[config.mk]
export PLATFORM = sky130hd
export DESIGN_NAME = multicycle_alu
export DESIGN_NICKNAME = d
export VERILOG_FILES = /design/src/rtl/multicycle_alu.sv
export SDC_FILE = /design/constraint.sdc
export NUM_CORES = 1
export LEC_CHECK = 0
export ABC_CLOCK_PERIOD_IN_PS = 3250
export CAP_MARGIN = 10
export CORE_MARGIN = 2
export CORE_UTILIZATION = 59
export CTS_CLUSTER_DIAMETER = 150
export DETAILED_ROUTE_END_ITERATION = 6
export PLACE_DENSITY = 0.87
export REMOVE_ABC_BUFFERS = 1
export SLEW_MARGIN = 20
export SYNTH_ARGS = -nofsm -noshare
export SYNTH_HDL_FRONTEND = slang
export SYNTH_SLANG_ARGS = --single-unit
[constraint.sdc]
create_clock -name clk -period 3.25 [get_ports clk]
set_input_delay 0.4875 -clock clk [delete_from_list [all_inputs] [get_ports clk]]
set_output_delay 0.4875 -clock clk [all_outputs]
set_load 0.01 [all_outputs]
[src/rtl/multicycle_alu.sv]
// Handshaked multi-cycle ALU: single-cycle logic/arith ops, one-bit-per-cycle
// shifts and an unsigned shift-add multiplier, with registered result and flags.
module multicycle_alu #(
  parameter int DATA_WIDTH = 8
) (
  input  logic                  clk,
  input  logic                  reset,
  input  logic                  start,
  input  logic [3:0]            opcode,
  input  logic [DATA_WIDTH-1:0] in1,
  input  logic [DATA_WIDTH-1:0] in2,
  output logic [DATA_WIDTH-1:0] out,
  output logic                  busy,
  output logic                  done,
  output logic                  zero,
  output logic                  negative,
  output logic                  carry,
  output logic                  overflow,
  output logic                  shift_flag
);
  localparam int W       = DATA_WIDTH;
  localparam int SHAMT_W = $clog2(DATA_WIDTH);
  localparam int CW      = SHAMT_W + 1;
  localparam logic [CW-1:0] CNT_ONE = CW'(1);
  localparam logic [CW-1:0] CNT_MUL = CW'(DATA_WIDTH);

  localparam logic [3:0] OP_ADD = 4'd0;
  localparam logic [3:0] OP_SUB = 4'd1;
  localparam logic [3:0] OP_AND = 4'd2;
  localparam logic [3:0] OP_OR  = 4'd3;
  localparam logic [3:0] OP_XOR = 4'd4;
  localparam logic [3:0] OP_INV = 4'd5;
  localparam logic [3:0] OP_CLR = 4'd6;
  localparam logic [3:0] OP_LSH = 4'd7;
  localparam logic [3:0] OP_RSH = 4'd8;
  localparam logic [3:0] OP_MUL = 4'd9;

  typedef enum logic [1:0] {IDLE = 2'd0, SHIFT = 2'd1, MUL = 2'd2} state_t;

  state_t          state_q, state_d;
  logic [2*W-1:0]  acc_q, acc_d;
  logic [W-1:0]    mcand_q, mcand_d;
  logic [CW-1:0]   cnt_q, cnt_d;
  logic            left_q, left_d;
  logic [W-1:0]    out_q, out_d;
  logic            zero_q, zero_d, negative_q, negative_d;
  logic            carry_q, carry_d, overflow_q, overflow_d;
  logic            shift_flag_q, shift_flag_d;
  logic            busy_q, busy_d, done_q, done_d;
  logic            upd_zn_s;

  logic [SHAMT_W-1:0] k_s;
  logic [W:0]         add_s, sub_s, mul_sum_s;
  logic [W-1:0]       shifted_s;
  logic               shout_s;
  logic [2*W-1:0]     mul_next_s;

  assign k_s       = in2[SHAMT_W-1:0];
  assign add_s     = {1'b0, in1} + {1'b0, in2};
  assign sub_s     = {1'b0, in1} - {1'b0, in2};
  assign shifted_s = left_q ? {acc_q[W-2:0], 1'b0} : {1'b0, acc_q[W-1:1]};
  assign shout_s   = left_q ? acc_q[W-1] : acc_q[0];
  // Multiplier sits in the low half and is consumed LSB first while the product grows from the top.
  assign mul_sum_s  = {1'b0, acc_q[2*W-1:W]} + {1'b0, (acc_q[0] ? mcand_q : {W{1'b0}})};
  assign mul_next_s = {mul_sum_s, acc_q[W-1:1]};

  always_comb begin
    state_d      = state_q;
    acc_d        = acc_q;
    mcand_d      = mcand_q;
    cnt_d        = cnt_q;
    left_d       = left_q;
    out_d        = out_q;
    zero_d       = zero_q;
    negative_d   = negative_q;
    carry_d      = carry_q;
    overflow_d   = overflow_q;
    shift_flag_d = shift_flag_q;
    done_d       = 1'b0;
    upd_zn_s     = 1'b0;
    case (state_q)
      IDLE: begin
        if (start) begin
          done_d   = 1'b1;
          upd_zn_s = 1'b1;
          case (opcode)
            OP_ADD: begin
              out_d      = add_s[W-1:0];
              carry_d    = add_s[W];
              overflow_d = (in1[W-1] == in2[W-1]) && (add_s[W-1] != in1[W-1]);
            end
            OP_SUB: begin
              out_d      = sub_s[W-1:0];
              carry_d    = sub_s[W];
              overflow_d = (in1[W-1] != in2[W-1]) && (sub_s[W-1] != in1[W-1]);
            end
            OP_AND: begin out_d = in1 & in2;     carry_d = 1'b0; overflow_d = 1'b0; end
            OP_OR:  begin out_d = in1 | in2;     carry_d = 1'b0; overflow_d = 1'b0; end
            OP_XOR: begin out_d = in1 ^ in2;     carry_d = 1'b0; overflow_d = 1'b0; end
            OP_INV: begin out_d = ~in1;          carry_d = 1'b0; overflow_d = 1'b0; end
            OP_CLR: begin out_d = {W{1'b0}};     carry_d = 1'b0; overflow_d = 1'b0; end
            OP_LSH, OP_RSH: begin
              if (k_s == {SHAMT_W{1'b0}}) begin
                out_d        = in1;
                shift_flag_d = 1'b0;
                carry_d      = 1'b0;
                overflow_d   = 1'b0;
              end else begin
                done_d  = 1'b0;
                state_d = SHIFT;
                acc_d   = {{W{1'b0}}, in1};
                cnt_d   = {1'b0, k_s};
                left_d  = (opcode == OP_LSH);
              end
            end
            OP_MUL: begin
              done_d  = 1'b0;
              state_d = MUL;
              acc_d   = {{W{1'b0}}, in2};
              mcand_d = in1;
              cnt_d   = CNT_MUL;
            end
            default: upd_zn_s = 1'b0;
          endcase
        end else begin
          done_d = 1'b0;
        end
      end
      SHIFT: begin
        acc_d = {{W{1'b0}}, shifted_s};
        cnt_d = cnt_q - CNT_ONE;
        if (cnt_q == CNT_ONE) begin
          state_d      = IDLE;
          done_d       = 1'b1;
          upd_zn_s     = 1'b1;
          out_d        = shifted_s;
          shift_flag_d = shout_s;
          carry_d      = 1'b0;
          overflow_d   = 1'b0;
        end else begin
          done_d = 1'b0;
        end
      end
      MUL: begin
        acc_d = mul_next_s;
        cnt_d = cnt_q - CNT_ONE;
        if (cnt_q == CNT_ONE) begin
          state_d    = IDLE;
          done_d     = 1'b1;
          upd_zn_s   = 1'b1;
          out_d      = mul_next_s[W-1:0];
          carry_d    = 1'b0;
          overflow_d = |mul_next_s[2*W-1:W];
        end else begin
          done_d = 1'b0;
        end
      end
      default: state_d = IDLE;
    endcase
    if (done_d && upd_zn_s) begin
      zero_d     = (out_d == {W{1'b0}});
      negative_d = out_d[W-1];
    end else begin
      zero_d     = zero_q;
      negative_d = negative_q;
    end
    busy_d = (state_d != IDLE);
  end

  // State, datapath and output registers with synchronous clear.
  always_ff @(posedge clk) begin
    if (reset) begin
      state_q      <= IDLE;
      acc_q        <= {(2*W){1'b0}};
      mcand_q      <= {W{1'b0}};
      cnt_q        <= {CW{1'b0}};
      left_q       <= 1'b0;
      out_q        <= {W{1'b0}};
      zero_q       <= 1'b0;
      negative_q   <= 1'b0;
      carry_q      <= 1'b0;
      overflow_q   <= 1'b0;
      shift_flag_q <= 1'b0;
      busy_q       <= 1'b0;
      done_q       <= 1'b0;
    end else begin
      state_q      <= state_d;
      acc_q        <= acc_d;
      mcand_q      <= mcand_d;
      cnt_q        <= cnt_d;
      left_q       <= left_d;
      out_q        <= out_d;
      zero_q       <= zero_d;
      negative_q   <= negative_d;
      carry_q      <= carry_d;
      overflow_q   <= overflow_d;
      shift_flag_q <= shift_flag_d;
      busy_q       <= busy_d;
      done_q       <= done_d;
    end
  end

  assign out        = out_q;
  assign busy       = busy_q;
  assign done       = done_q;
  assign zero       = zero_q;
  assign negative   = negative_q;
  assign carry      = carry_q;
  assign overflow   = overflow_q;
  assign shift_flag = shift_flag_q;
endmodule

# Word level (Yosys, flattened, before mapping)
# Index checks and enable logic that the tools add are counted.
dict set report totals {
  regBits 46
  in_bits 23
}
dict set report op_classes {
  reduce_logical 23
  n_addsub 4
  bitwise_logic 5
  n_eq_ne 26
  n_mux 43
}
# cell count
set op_table {}
lappend op_table {{$pmux W8 S8} 1}
lappend op_table {{$mux W8} 6}
lappend op_table {{$pmux W16 S3} 1}
lappend op_table {{$mux W16} 2}
lappend op_table {{$pmux W16 S2} 1}
lappend op_table {{$pmux W8 S3} 1}
lappend op_table {{$add A8 B8 Y9} 2}
lappend op_table {{$eq A4 B3 Y1 const B} 4}
lappend op_table {{$pmux W4 S2} 2}
lappend op_table {{$mux W1} 14}
lappend op_table {{$reduce_and A4 Y1} 3}
lappend op_table {{$pmux W1 S2} 5}
lappend op_table {{$reduce_and A5 Y1} 2}
lappend op_table {{$reduce_or A10 Y1} 1}
lappend op_table {{$sub A8 B8 Y9} 1}
lappend op_table {{$and A8 B8 Y8} 1}
lappend op_table {{$eq A4 B1 Y1 const B} 2}
lappend op_table {{$eq A4 B2 Y1 const B} 2}
lappend op_table {{$eq A4 B4 Y1 const B} 2}
lappend op_table {{$logic_not A8 Y1} 1}
lappend op_table {{$mux W4} 2}
lappend op_table {{$ne A2 B2 Y1 const B} 4}
lappend op_table {{$not A8 Y8} 1}
lappend op_table {{$or A8 B8 Y8} 1}
lappend op_table {{other kinds (26)} 39}

# Longest topological paths before layout
dict set report logic_depth {
  word_depth 6
  ltp_mapped 12
  depth_no_buf 11
}

# Worst setup path before layout
# No wires, ideal clock.
dict set report synth_path {
  path_kind {input to register}
  from {input port in1[1]}
  to {register negative_q, in the netlist negative}
  t_arrival_ps 2482
  path_stages 10
  setup_ps 70
  path_slack_ps 697
  cell_sequence {inv_1 > ha_1 > a211oi_1 > o211ai_1 > a21oi_1 > mux2i_1 > nor4b_2 > a211o_2 > nand2b_1 > a21oi_1}
}
dict set report synth_via {
  elab_chain_len 4
  elab_cells_between_ends 5
  cone_classes {add/sub (2); mux (3)}
}
# element line_no
set synth_lines {}
lappend synth_lines {{from (decl)} 10} ;# input logic [DATA_WIDTH-1:0] in1,
lappend synth_lines {{$sub A8 B8 Y9 or $add A8 B8 Y9 (tied branches)} {60, 59}}
lappend synth_lines {{$pmux W8 S8 (*)} 86} ;# case (opcode)
lappend synth_lines {{$mux W8 (*)} 83} ;# if (start) begin
lappend synth_lines {{$pmux W8 S3 (*)} 81} ;# case (state_q)
lappend synth_lines {{to (signal assigned)} 194} ;# negative_q <= negative_d;
lappend synth_lines {{to (decl)} 46} ;# logic zero_q, zero_d, negative_q, negative_d;
# Mark *: on every way between the ends. The rest lies on a longest branch, timed or not.
# A chain may end at the register's enable or synchronous reset.

# Worst setup path in the final report
dict set report layout_path {
  from {input port in1[0]}
  to {register zero_q, in the netlist zero}
}
dict set report layout_via {
  elab_chain_len 5
  elab_cells_between_ends 11
  cone_classes {add/sub (2); mux (4); bitwise (4); reduce/logical (1)}
}
# element line_no
set layout_lines {}
lappend layout_lines {{$sub A8 B8 Y9 (tied with other cells)} 60} ;# assign sub_s = {1'b0, in1} - {1'b0, in2};
lappend layout_lines {{$pmux W8 S8 (*)} 86}
lappend layout_lines {{$mux W8 (*)} 83}
lappend layout_lines {{$pmux W8 S3 (*)} 81}
lappend layout_lines {{$logic_not A8 Y1 (*)} 161} ;# zero_d = (out_d == {W{1'b0}});
lappend layout_lines {{to (signal assigned)} 193} ;# zero_q <= zero_d;
lappend layout_lines {{to (decl)} 46}
# Marks and branches as above.

==> qor.csv <==
metric;value;unit
fin_util;71.5;%
cp_max_fo;3;
r2r-end;overflow;
required;3.48;ns
crit_buf_inv;2;
slowest_stage;clkdlybuf4s50_1;
grt_pass1_wl;21.6;mm
cts_setup_buffers;0;
highest_layer;met4;
start_util;60.2;%
grt_overflow_total;0;
synth_cell_type_count;76;
relSlewSlack;60.7;%
firstDrtPassIters;5;
maxCapViolCount;0;
cts_buffers;5;
hpwl;10.7;mm
grt_max_degree;39;
yosysSeqAreaShare;21.4;%
grt_antenna_before_repair;0;
area_delta_synth_final;18.7;%
insertion_delay;0.31;ns
tritoncts;done;
finalMaxSlewViolations;0;
skew;0.0126;ns
power_density;300;nW/um2
core_area;7140;um2
ys_seq_elements;46;
final_hold_viol_count;0;
crit_path_end;zero;
crit_arrival;3.23;ns
final_cell_mix;80 x nand2_1, 66 x a21oi_1, 53 x nor2_1;
power;1.53;mW
route.vias.total;4768;
drt_iter0_markers;387;
reg2reg_slack;0.36;ns
crit_chain;clkdlybuf4s50_1, inv_1, ha_1, fa_1, mux2i_1, a32oi_1, a21oi_1, a2111oi_0, a211oi_1, a2111oi_1, nand4_1, o32ai_2;
grt_usage;35.0;%
tightestPinTransition;0.585;ns
dr_wl_met3;1.08;mm
vias_per_cell;6.27;
wirelength;13.8;mm
rsz0062_at_grt;false;
fp.dieArea;7980;um2
placed_cells;753;
ir_worst_vdd;170;uV
cpPeakStageDelay;0.50;ns
reg2reg_from;acc_q[0];
fmax;0.333;GHz
ys_async_sr_fraction;0;%
clkSinkCount;46;
syn_inst;600;
worstRegToRegCells;11;
finalSetupViolCount;0;
synth_top_area_share;21.4;%
path_clk_slew;0.10;ns
synth_area_leaders;dfxtp_1 21%, ha_1 11%, a21oi_1 7.7%;
io_buffers;37;
ctsLongestPathBuffers;2;
cp_top_family;compound AO/OA/AOI/OAI gates;
cts_root_buf;clkbuf_8;
whs;0.460;ns
period_minus_slack;3.00;ns
rows;31;
instances_no_fill;761;
startpoint;in1[0];
final_common_cell;nand2_1;
status;finished, final reports clean;
yosys.area.top_type;dfxtp_1;
dr_wl_met2;6.60;mm
ios;38;
die_h;89.3;um
critPathLaunchType;input port;
cts_hold_buf;0;
wl_met1;5.55;mm
cp_num_cells;12;
wl_per_cell;18.1;um
drc;0;
n_antenna_cell;0;
htreeDepth;2;
ctsResizeCount;0;
ant_nets;0;
grt_pass1_vias;4427;
drive_gt1_share;11.0;%
die_w;89.3;um
avgSynthCellArea;7.16;um2
leakagePower;2.12;nW
final_nets;725;
fin_crit_sh;92.4;%
yosys_warnings;0;
synth_edf_count;0;
syn_area;4300;um2
nFillCells;623;
crit_type;input port to flop;
ys.flop_type;dfxtp_1;
hold_path_class;flop to flop;
cp-end-kind;flop;
finalWeightedCongestion;1.00;
==> through the flow <==
stage / TNS (ns) / setup WS [ns] / instance area, um2
after floorplan: 0 / 0.698 / 4120
after global placement: -0.0483 / -0.0483 / 4980
after detailed placement: -0.0832 / -0.0832 / 4980
after CTS: 0 / 0.222 / 5090
after global routing: 0 / 0.0252 / 5100
final: 0 / 0.248 / 5100
==> worst reg2reg max path, cell delays in order (launching register included) <==
cell and delay (ns):
dfxtp_1 0.41, and2_1 0.18, ha_1 0.21, fa_1 0.42
a21o_1 0.19, a21oi_1 0.23, o21bai_1 0.10, a21oi_1 0.23
o21bai_1 0.09, a21o_1 0.19, nor4_1 0.45, o41ai_1 0.10
==> layout make-up <==
type                    count  area [um2]  area share, %
flip-flops and latches     46         921           18.1
repair buffers             85         743           14.6
clock buffers               6        72.6           1.42
multi-input cells         481        3050           59.7
well taps                  99         124           2.43
inverters                  42         158           3.09
clock inverters             2        37.5          0.736
==> per-layer routing <==
| layer | GRT usage, % | up-vias |
|---|---|---|
| met3 | 5.82 | 47 |
| met1 | 43.4 | 2240 |
| met2 | 60.3 | 230 |
| li1 | - | 2251 |
| met5 | 0 | - |
| met4 | 14.0 | 0 |
==> cells in the mapped netlist, types with 2 or more instances <==
master and instances:
a22oi_1 9, and2_2 3, nand2_1 80, nor2b_1 9, a31oi_1 8, o2111ai_1 2, a221oi_1 4, o22ai_1 4
nor3b_1 3, o311ai_0 2, o31ai_1 5, fa_1 3, o211ai_1 11, nand2b_1 9, buf_6 2, a21boi_0 2
nand3_1 17, nor4_1 6, dfxtp_1 46, nand3b_1 6, and3_1 2, xnor2_1 8, a22o_1 2, a2bb2oi_1 3
or3_1 5, o21bai_1 3, o21ai_0 35, inv_1 42, and2_1 11, a211oi_1 7, buf_1 2, clkbuf_1 18
a21o_1 6, a2111oi_0 3, a21oi_1 66, or2_2 4, mux2i_1 5, nor3_1 14, buf_2 7, nor2_1 53
ha_1 38
==> how the worst min path moves through the flow <==
stage	end	slack [ns]	cells after the start	startpoint
4_1_cts	mcand_q[5]	0.46	2	mcand_q[5]
3_3_place_gp	mcand_q[6]	0.44	2	mcand_q[6]
2_1_floorplan	mcand_q[0]	0.43	2	mcand_q[0]
3_5_place_dp	mcand_q[5]	0.45	2	mcand_q[5]
6_report	mcand_q[5]	0.46	2	mcand_q[5]
5_1_grt	acc_q[11]	0.48	2	acc_q[11]
==> power by group <==
part	internal [mW]	switching, mW	total (mW)
registers	0.583	0.0188	0.602
logic	0.206	0.282	0.488
clock network	0.230	0.213	0.443
==> cell families after synthesis <==
kind of cell | synth area share (%)
mux | 1.43
fa+ha+maj | 12.5
flops | 21.4
compound gates | 28.2
simple gates | 26.8
xor+xnor | 1.83
buf+inv | 7.83
==> sequential cells by signal, summed over array words and instances, names as in the netlist, 2 cells and up <==
name,cells
out,8
state_q,2
acc_q,16
mcand_q,8
cnt_q,4
Power figures use the tool's default switching activity.
